File: config.mk
export PLATFORM = sky130hd
export DESIGN_NAME = caliptra_sram_err_inject
export DESIGN_NICKNAME = d
export VERILOG_FILES = /design/src/rtl/caliptra_sram_err_inject.sv
export SDC_FILE = /design/constraint.sdc
export NUM_CORES = 1
export LEC_CHECK = 0
export ABC_AREA = 1
export CORE_UTILIZATION = 30
export DETAILED_ROUTE_END_ITERATION = 6
export GPL_TIMING_DRIVEN = 1
export SLEW_MARGIN = 20
export SYNTH_ARGS = -nofsm -noshare
export SYNTH_HDL_FRONTEND = slang
export SYNTH_SLANG_ARGS = --single-unit
File: constraint.sdc
create_clock -name clk -period 3.4 [get_ports clk]
set_input_delay 0.34 -clock clk [delete_from_list [all_inputs] [get_ports clk]]
set_output_delay 0.34 -clock clk [all_outputs]
set_load 0.005 [all_outputs]
File: src/rtl/caliptra_sram_err_inject.sv
// rtl/caliptra_sram_err_inject.sv - multi-channel SRAM write-path bitflip injector
//
// Sits between each SRAM requester and its SRAM, producing a per-channel mask
// that is XORed onto wdata. Each channel runs in its own mode: off, continuous,
// one-shot or periodic, with single- or double-bit masks at a rotating position.
//
// Ports:
//   clk, rst_b   harness clock, asynchronous active-low reset
//   cfg_mode     per-channel mode, channel i at [3i+:3]
//   cfg_period   per-channel period for periodic modes, channel i at [CNT_W*i+:CNT_W]
//   cfg_arm      one-cycle pulse per channel: arm a one-shot injection
//   cnt_clr      one-cycle pulse per channel: clear inj_count
//   sram_cs      per-channel chip select
//   sram_we      per-channel write enable
//   bitflip      per-channel mask, channel i at [DATA_W*i+:DATA_W]
//   armed        per-channel one-shot armed status
//   inj_count    per-channel saturating injection count
module caliptra_sram_err_inject #(
    parameter int NUM_CH = 4,
    parameter int DATA_W = 39,
    parameter int CNT_W  = 16
) (
    input  logic                     clk,
    input  logic                     rst_b,
    input  logic [NUM_CH*3-1:0]      cfg_mode,
    input  logic [NUM_CH*CNT_W-1:0]  cfg_period,
    input  logic [NUM_CH-1:0]        cfg_arm,
    input  logic [NUM_CH-1:0]        cnt_clr,
    input  logic [NUM_CH-1:0]        sram_cs,
    input  logic [NUM_CH-1:0]        sram_we,
    output logic [NUM_CH*DATA_W-1:0] bitflip,
    output logic [NUM_CH-1:0]        armed,
    output logic [NUM_CH*CNT_W-1:0]  inj_count
);

    localparam int POS_W = (DATA_W > 1) ? $clog2(DATA_W) : 1;
    localparam logic [POS_W-1:0] POS_MAX = POS_W'(DATA_W - 1);

    for (genvar g = 0; g < NUM_CH; g++) begin : g_ch
        logic [2:0]        mode;
        logic [CNT_W-1:0]  period_eff;
        logic              wr;
        logic              mode_chg;
        logic              is_cont;
        logic              is_one;
        logic              is_per;
        logic              dbl;
        logic              inj;
        logic [POS_W-1:0]  pos_nxt;
        logic [DATA_W-1:0] mask;

        logic [POS_W-1:0]  pos_q, pos_d;
        logic [CNT_W-1:0]  wr_cnt_q, wr_cnt_d;
        logic              armed_q, armed_d;
        logic [CNT_W-1:0]  inj_cnt_q, inj_cnt_d;
        logic [2:0]        prev_mode_q;

        assign mode       = cfg_mode[3*g +: 3];
        assign period_eff = (cfg_period[CNT_W*g +: CNT_W] == '0) ? CNT_W'(1)
                                                                 : cfg_period[CNT_W*g +: CNT_W];
        assign wr         = sram_cs[g] & sram_we[g];
        assign mode_chg   = (mode != prev_mode_q);
        assign is_cont    = (mode == 3'd1) || (mode == 3'd2);
        assign is_one     = (mode == 3'd3) || (mode == 3'd4);
        assign is_per     = (mode == 3'd5) || (mode == 3'd6);
        assign dbl        = (mode == 3'd2) || (mode == 3'd4) || (mode == 3'd6);
        assign pos_nxt    = (pos_q == POS_MAX) ? '0 : pos_q + 1'b1;

        // Gated by rst_b so the mask is zero while reset is held, even with a
        // write present and a continuous mode selected.
        // The >= compare makes a lowered period take effect on the next write.
        assign inj = rst_b & wr &
                     (is_cont | (is_one & armed_q) |
                      (is_per & (wr_cnt_q >= period_eff - 1'b1)));

        always_comb begin
            mask = '0;
            if (inj) begin
                mask[pos_q] = 1'b1;
                if (dbl) begin
                    mask[pos_nxt] = 1'b1;
                end
            end
        end

        always_comb begin
            pos_d     = pos_q;
            wr_cnt_d  = wr_cnt_q;
            armed_d   = armed_q;
            inj_cnt_d = inj_cnt_q;

            if (mode_chg) begin
                // The change-cycle write already used the old state; restart cleanly.
                pos_d    = '0;
                wr_cnt_d = '0;
                armed_d  = 1'b0;
            end else begin
                if (inj) begin
                    pos_d = pos_nxt;
                end
                if (is_per && wr) begin
                    wr_cnt_d = inj ? '0 : wr_cnt_q + 1'b1;
                end
                // A same-cycle arm outranks the clear caused by an injection.
                if (cfg_arm[g] && is_one) begin
                    armed_d = 1'b1;
                end else if (inj) begin
                    armed_d = 1'b0;
                end
            end

            if (cnt_clr[g]) begin
                inj_cnt_d = '0;
            end else if (inj && !(&inj_cnt_q)) begin
                inj_cnt_d = inj_cnt_q + 1'b1;
            end
        end

        always_ff @(posedge clk or negedge rst_b) begin
            if (!rst_b) begin
                pos_q       <= '0;
                wr_cnt_q    <= '0;
                armed_q     <= 1'b0;
                inj_cnt_q   <= '0;
                prev_mode_q <= 3'd0;
            end else begin
                pos_q       <= pos_d;
                wr_cnt_q    <= wr_cnt_d;
                armed_q     <= armed_d;
                inj_cnt_q   <= inj_cnt_d;
                prev_mode_q <= mode;
            end
        end

        assign bitflip[DATA_W*g +: DATA_W] = mask;
        assign armed[g]                    = armed_q;
        assign inj_count[CNT_W*g +: CNT_W] = inj_cnt_q;
    end

endmodule
After elaboration in Yosys (flattened, before gate mapping). Cells that the tools add are included.

Add/subtract/negate cells: 16. $mul: 0. Div/mod/pow operators: 0. Magnitude comparators: 20. Eq/ne operators: 32. Shift-type cells: 0. Multiplexer cells: 72. Bitwise operators: 32. Reductions and logical operators: 68.

Operator list (number): 16-bit 2-to-1 mux (24); 39-bit 2-to-1 mux (8); 39-bit OR (4); 16-bit by 1-bit adder with 16-bit output (second input constant) (8); 6-bit 2-to-1 mux (12); 16-bit >= comparator (4); 16-bit zero test (4); 16-bit AND reduction (4); 16-bit by 1-bit subtractor with 16-bit output (second input constant) (4); 6-bit by 7-bit < comparator with 1-bit output (second input constant) (8); 1-bit demux with 6-bit select (8); 6-bit by 1-bit >= comparator with 1-bit output (second input constant) (8); 3-bit == test (second input constant) (12); 6-bit by 1-bit adder with 6-bit output (second input constant) (4); 3-bit by 2-bit == test with 1-bit output (second input constant) (8); 6-bit == test (second input constant) (4); 2-bit nonzero test (12); 1-bit bitwise AND (20); 1-bit logical AND (20); 1-bit logical OR (20); 1-bit 2-to-1 mux (20); 3-bit by 1-bit == test with 1-bit output (second input constant) (4); 3-bit != test (4); 3-bit nonzero test (4); 2 further kinds (12).

Register bits after elaboration: 168. Latch bits: 0. Memory bits (writable): 0. ROM bits: 0. Logic and storage cells: 260. Memories: 0.

Depth between registers and ports, before layout.
Depth after elaboration: 10. Mapped depth: 27. Depth with buffers taken out: 26.

Worst setup path before layout. Ideal clock, no wire load.

Kind: in2out. Start: input cfg_period[56]. End: output bitflip[145]. Arrival: 3.103 ns. Data required time: 3.060 ns. Slack: -0.043 ns. Stages: 22. Cells stage by stage: nor2_1 -> nand2_1 -> nor2_1 -> a21oi_1 -> ha_1 -> nand2_1 -> nor2_1 -> nand3_1 -> nor3_1 -> xor2_1 -> inv_1 -> ha_1 -> nand2_1 -> o21ai_0 -> a21oi_1 -> nand2_1 -> nand2_1 -> nand2_1 -> nand2_1 -> buf_2 -> clkbuf_1 -> nor2_1.

Longest elaborated chain between the ends: 8.

RTL lines: start: declaration (line 26) `input logic [NUM_CH*CNT_W-1:0] cfg_period,`; 16-bit zero test (line 59) `assign period_eff = (cfg_period[CNT_W*g +: CNT_W] == '0) ? CNT_W'(1)`; 16-bit 2-to-1 mux (*) (line 59); 16-bit by 1-bit subtractor with 16-bit output (*) (line 74) `(is_per & (wr_cnt_q >= period_eff - 1'b1)));`; 16-bit >= comparator (*) (line 74); 1-bit bitwise AND (*) (line 74); 1-bit OR (*) (line 73) `(is_cont | (is_one & armed_q) |`; 1-bit bitwise AND (*) (line 72) `assign inj = rst_b & wr &`; 39-bit 2-to-1 mux (*) (line 78) `if (inj) begin`; end: declaration (line 31) `output logic [NUM_CH*DATA_W-1:0] bitflip,`.

Every way passes the cells marked *; elsewhere a longest branch is shown, timed or not.

Worst setup path after layout.
Start: input cfg_period[22]. End: output bitflip[73].

The elaborated chain is that of the path after synthesis.

==> flow_summary.ini <==
[logic_synthesis]
synth_edf_count = 0
ys_seq_area_frac = 0.267
yosys_warnings = 0
async_flop_share = 1.00
synthCells = 2465
synth_cell_types = 46
syn_avg_cell_area_um2 = 6.40
netlist_area_um2 = 15800
synth_top_cells_by_area = dfrtp_1 (27%), nand2_1 (13%), nor2_1 (12%), a21oi_1 (7.7%), ha_1 (6.7%)
ys.flop_type = dfrtp_1
syn_nets = 2643
synth_top_area_frac = 0.267
synth_top_area_cell = dfrtp_1
synth_seq_cells = 168

[clock_network]
cts_buffers = 17
clock_sinks = 168
cts_root_buffer = clkbuf_16
cts_max_level = 4
clk_pin_slew_ns = 0.08
cts_tree = done
clock_latency_ns = 0.48
clockBufferDepth = 2

[worst_setup_path]
worstSetupStartpoint = cfg_period[22]
critPathMaxStageDelay_ns = 0.27
cp-end-kind = primary output
critical_path_arrival_ns = 3.37
worstPathRequired_ns = 3.06
critPathTopFamily = buffers and inverters
regToRegSetupSlack_ns = 0.69
path_class = in -> out
timing.rr.start = g_ch[1].wr_cnt_q[5]$_DFFE_PN0P_
cp_slowest_cell = ha_4
cp_num_buf_inv = 12
path_max_fanout = 5
regToRegEndpoint = g_ch[1].wr_cnt_q[15]$_DFFE_PN0P_
reg2regPathDepth = 19
cp-start-kind = input port
crit_top_cell = buf_4

[layout]
insertedDiodeCount = 0
layout.nets = 3283
drive_gt1_frac = 0.327
areaGrowthSynthToFinish_pct = 57.4
fillers = 4877

[sta]
worst_pin_slew_ns = 0.758
slew_violations = 0
setup_violations = 155
rsz0062_at_grt = yes
hold_slack_ns = 0.406
setup_ws_ns = -0.306
slew_headroom = 0.493
hold_violations = 0
fin_crit_sh = 1.09
max_freq_mhz = 270
worst_clock_skew_ns = 0.0187
period_minus_slack_ns = 3.71

[global_route]
grt_use_total = 0.215
gr-total-overflow = 0
grt_pass1_wl_um = 93500
antenna_found_initial = 0
grt_max_degree = 119
grt_pass1_vias = 18563

[power]
power_density_nw_per_um2 = 207
p_total_w = 0.00513
p_leak_nw = 11.1
ir_drop_v = 0.000367

[detailed_routing]
via_count = 19247
drt-met1-wl_um = 25200
wl_met2_um = 29100
met3_length_um = 3420
ant_nets = 0
viasPerCell = 5.07
routedWlPerCell_um = 15.7
top_layer_used = met4
drtPass1Iterations = 7
drc = 0
drt_iter0_drc = 1355
drt-total-wl_um = 59600

[floorplanning]
core_um2 = 51600
rows = 83
io_pins = 318
die_height_um = 231
die_w_um = 231
dieArea_um2 = 53500
initial_utilization = 0.305

[status]
violations = setup timing
status = complete, but fails checks

[placed_design]
dp_slack_ns = -1.13
port_buffers = 317
gp_congestion = 0.898
hpwl_um = 39600

[hold_path]
hold-path-cell-count = 1
hold_class = in -> reg
hold-path-endpoint = g_ch[1].prev_mode_q[2]$_DFF_PN0_
min_from = cfg_mode[5]

[flow_run]
max_cap_violations = 0
synth_stat cells (all sizes together), types with 7 or more instances:
library cell,count
nand4,57
o21ai,53
a21oi,243
nand3,210
buf,39
a22oi,8
xor2,99
dfrtp,168
nor2,516
nand2,543
nor3,81
nor3b,7
inv,249
clkbuf,29
xnor2,31
ha,84
sequential cells by signal, summed over array words and instances (netlist names):
| name | flops |
|---|---|
| g_ch.prev_mode_q | 12 |
| g_ch.pos_q | 24 |
| g_ch.armed_q | 4 |
| g_ch.inj_cnt_q | 64 |
| g_ch.wr_cnt_q | 64 |
metal layers:
layer  track usage  vias up
li1              -     9342
met1         0.269     9082
met2         0.364      670
met3        0.0378      153
met4        0.0863        0
met5             0        -
cell families (layout without fill, tap and decap cells):
logic type | after synthesis | count (layout) | synth area share
simple gates | 1439 | 1439 | 0.405
compound gates | 321 | 321 | 0.106
flops | 168 | 168 | 0.267
buf+inv | 323 | 976 | 0.0826
fa+ha+maj | 84 | 84 | 0.0667
xor+xnor | 130 | 130 | 0.0734
power by group:
group | total (W) | internal (W) | switching (W)
sequential | 0.00207 | 0.00203 | 0.0000367
combinational | 0.00109 | 0.000523 | 0.000563
clock | 0.00197 | 0.000997 | 0.000977
through the flow:
step	setup TNS [ns]	std cells	utilization	cell area, µm²
2_1_floorplan	0	2465	-	15800
3_3_place_gp	-191.63	3562	0.404	20800
3_5_place_dp	-206.68	3562	0.404	20800
4_1_cts	-30.30	3770	0.463	23900
5_1_grt	-55.60	3798	0.481	24800
6_report	-24.99	3798	0.481	24800
layout by cell type, fill, tap and decap left out, types with 16 or more instances in the layout:
cell type        count
buf_6              116
xor2_1              95
clkdlybuf4s50_1     96
nand4_1             57
buf_8               16
inv_2               41
inv_1              203
nor2_2              58
ha_1                71
buf_2              147
nand2_2             36
nand3_1            190
nor3_1              40
nor3_2              24
o21ai_0             40
buf_4              251
nor3_4              17
nand2_1            487
nor2_4             134
nand2_4             17
nor2_1             324
xnor2_1             28
a21oi_2             20
buf_12              26
clkbuf_16           19
nand3_2             17
dfrtp_1            168
a21oi_1            222
how the worst max path moves through the flow:
stage          cells after the start  slack, ns      endpoint
2_1_floorplan                     22       0.04  bitflip[145]
3_5_place_dp                      24      -1.13  bitflip[116]
5_1_grt                           26      -0.51   bitflip[73]
4_1_cts                           27      -0.44  bitflip[109]
6_report                          27      -0.31   bitflip[73]
3_3_place_gp                      24      -1.08  bitflip[116]
final cells by class:
cell class | instances | area (µm²) | area share
Timing Repair Buffer | 689 | 6160 | 0.248
Sequential cell | 168 | 4200 | 0.169
Multi-Input combinational cell | 1974 | 12000 | 0.485
Tap cell | 680 | 851 | 0.0343
Clock buffer | 18 | 439 | 0.0177
Clock inverter | 14 | 146 | 0.00590
Inverter | 255 | 970 | 0.0391
timing repair:
action	in CTS	in global routing
pin swaps	176	167
setup buffers	162	52
gates cloned	20	3
endpoints found under the hold margin	117	0
gates resized for setup	1156	352
hold buffers	1	0
setup endpoints to repair	184	193
Note: power is estimated with default switching activity, not from simulation.
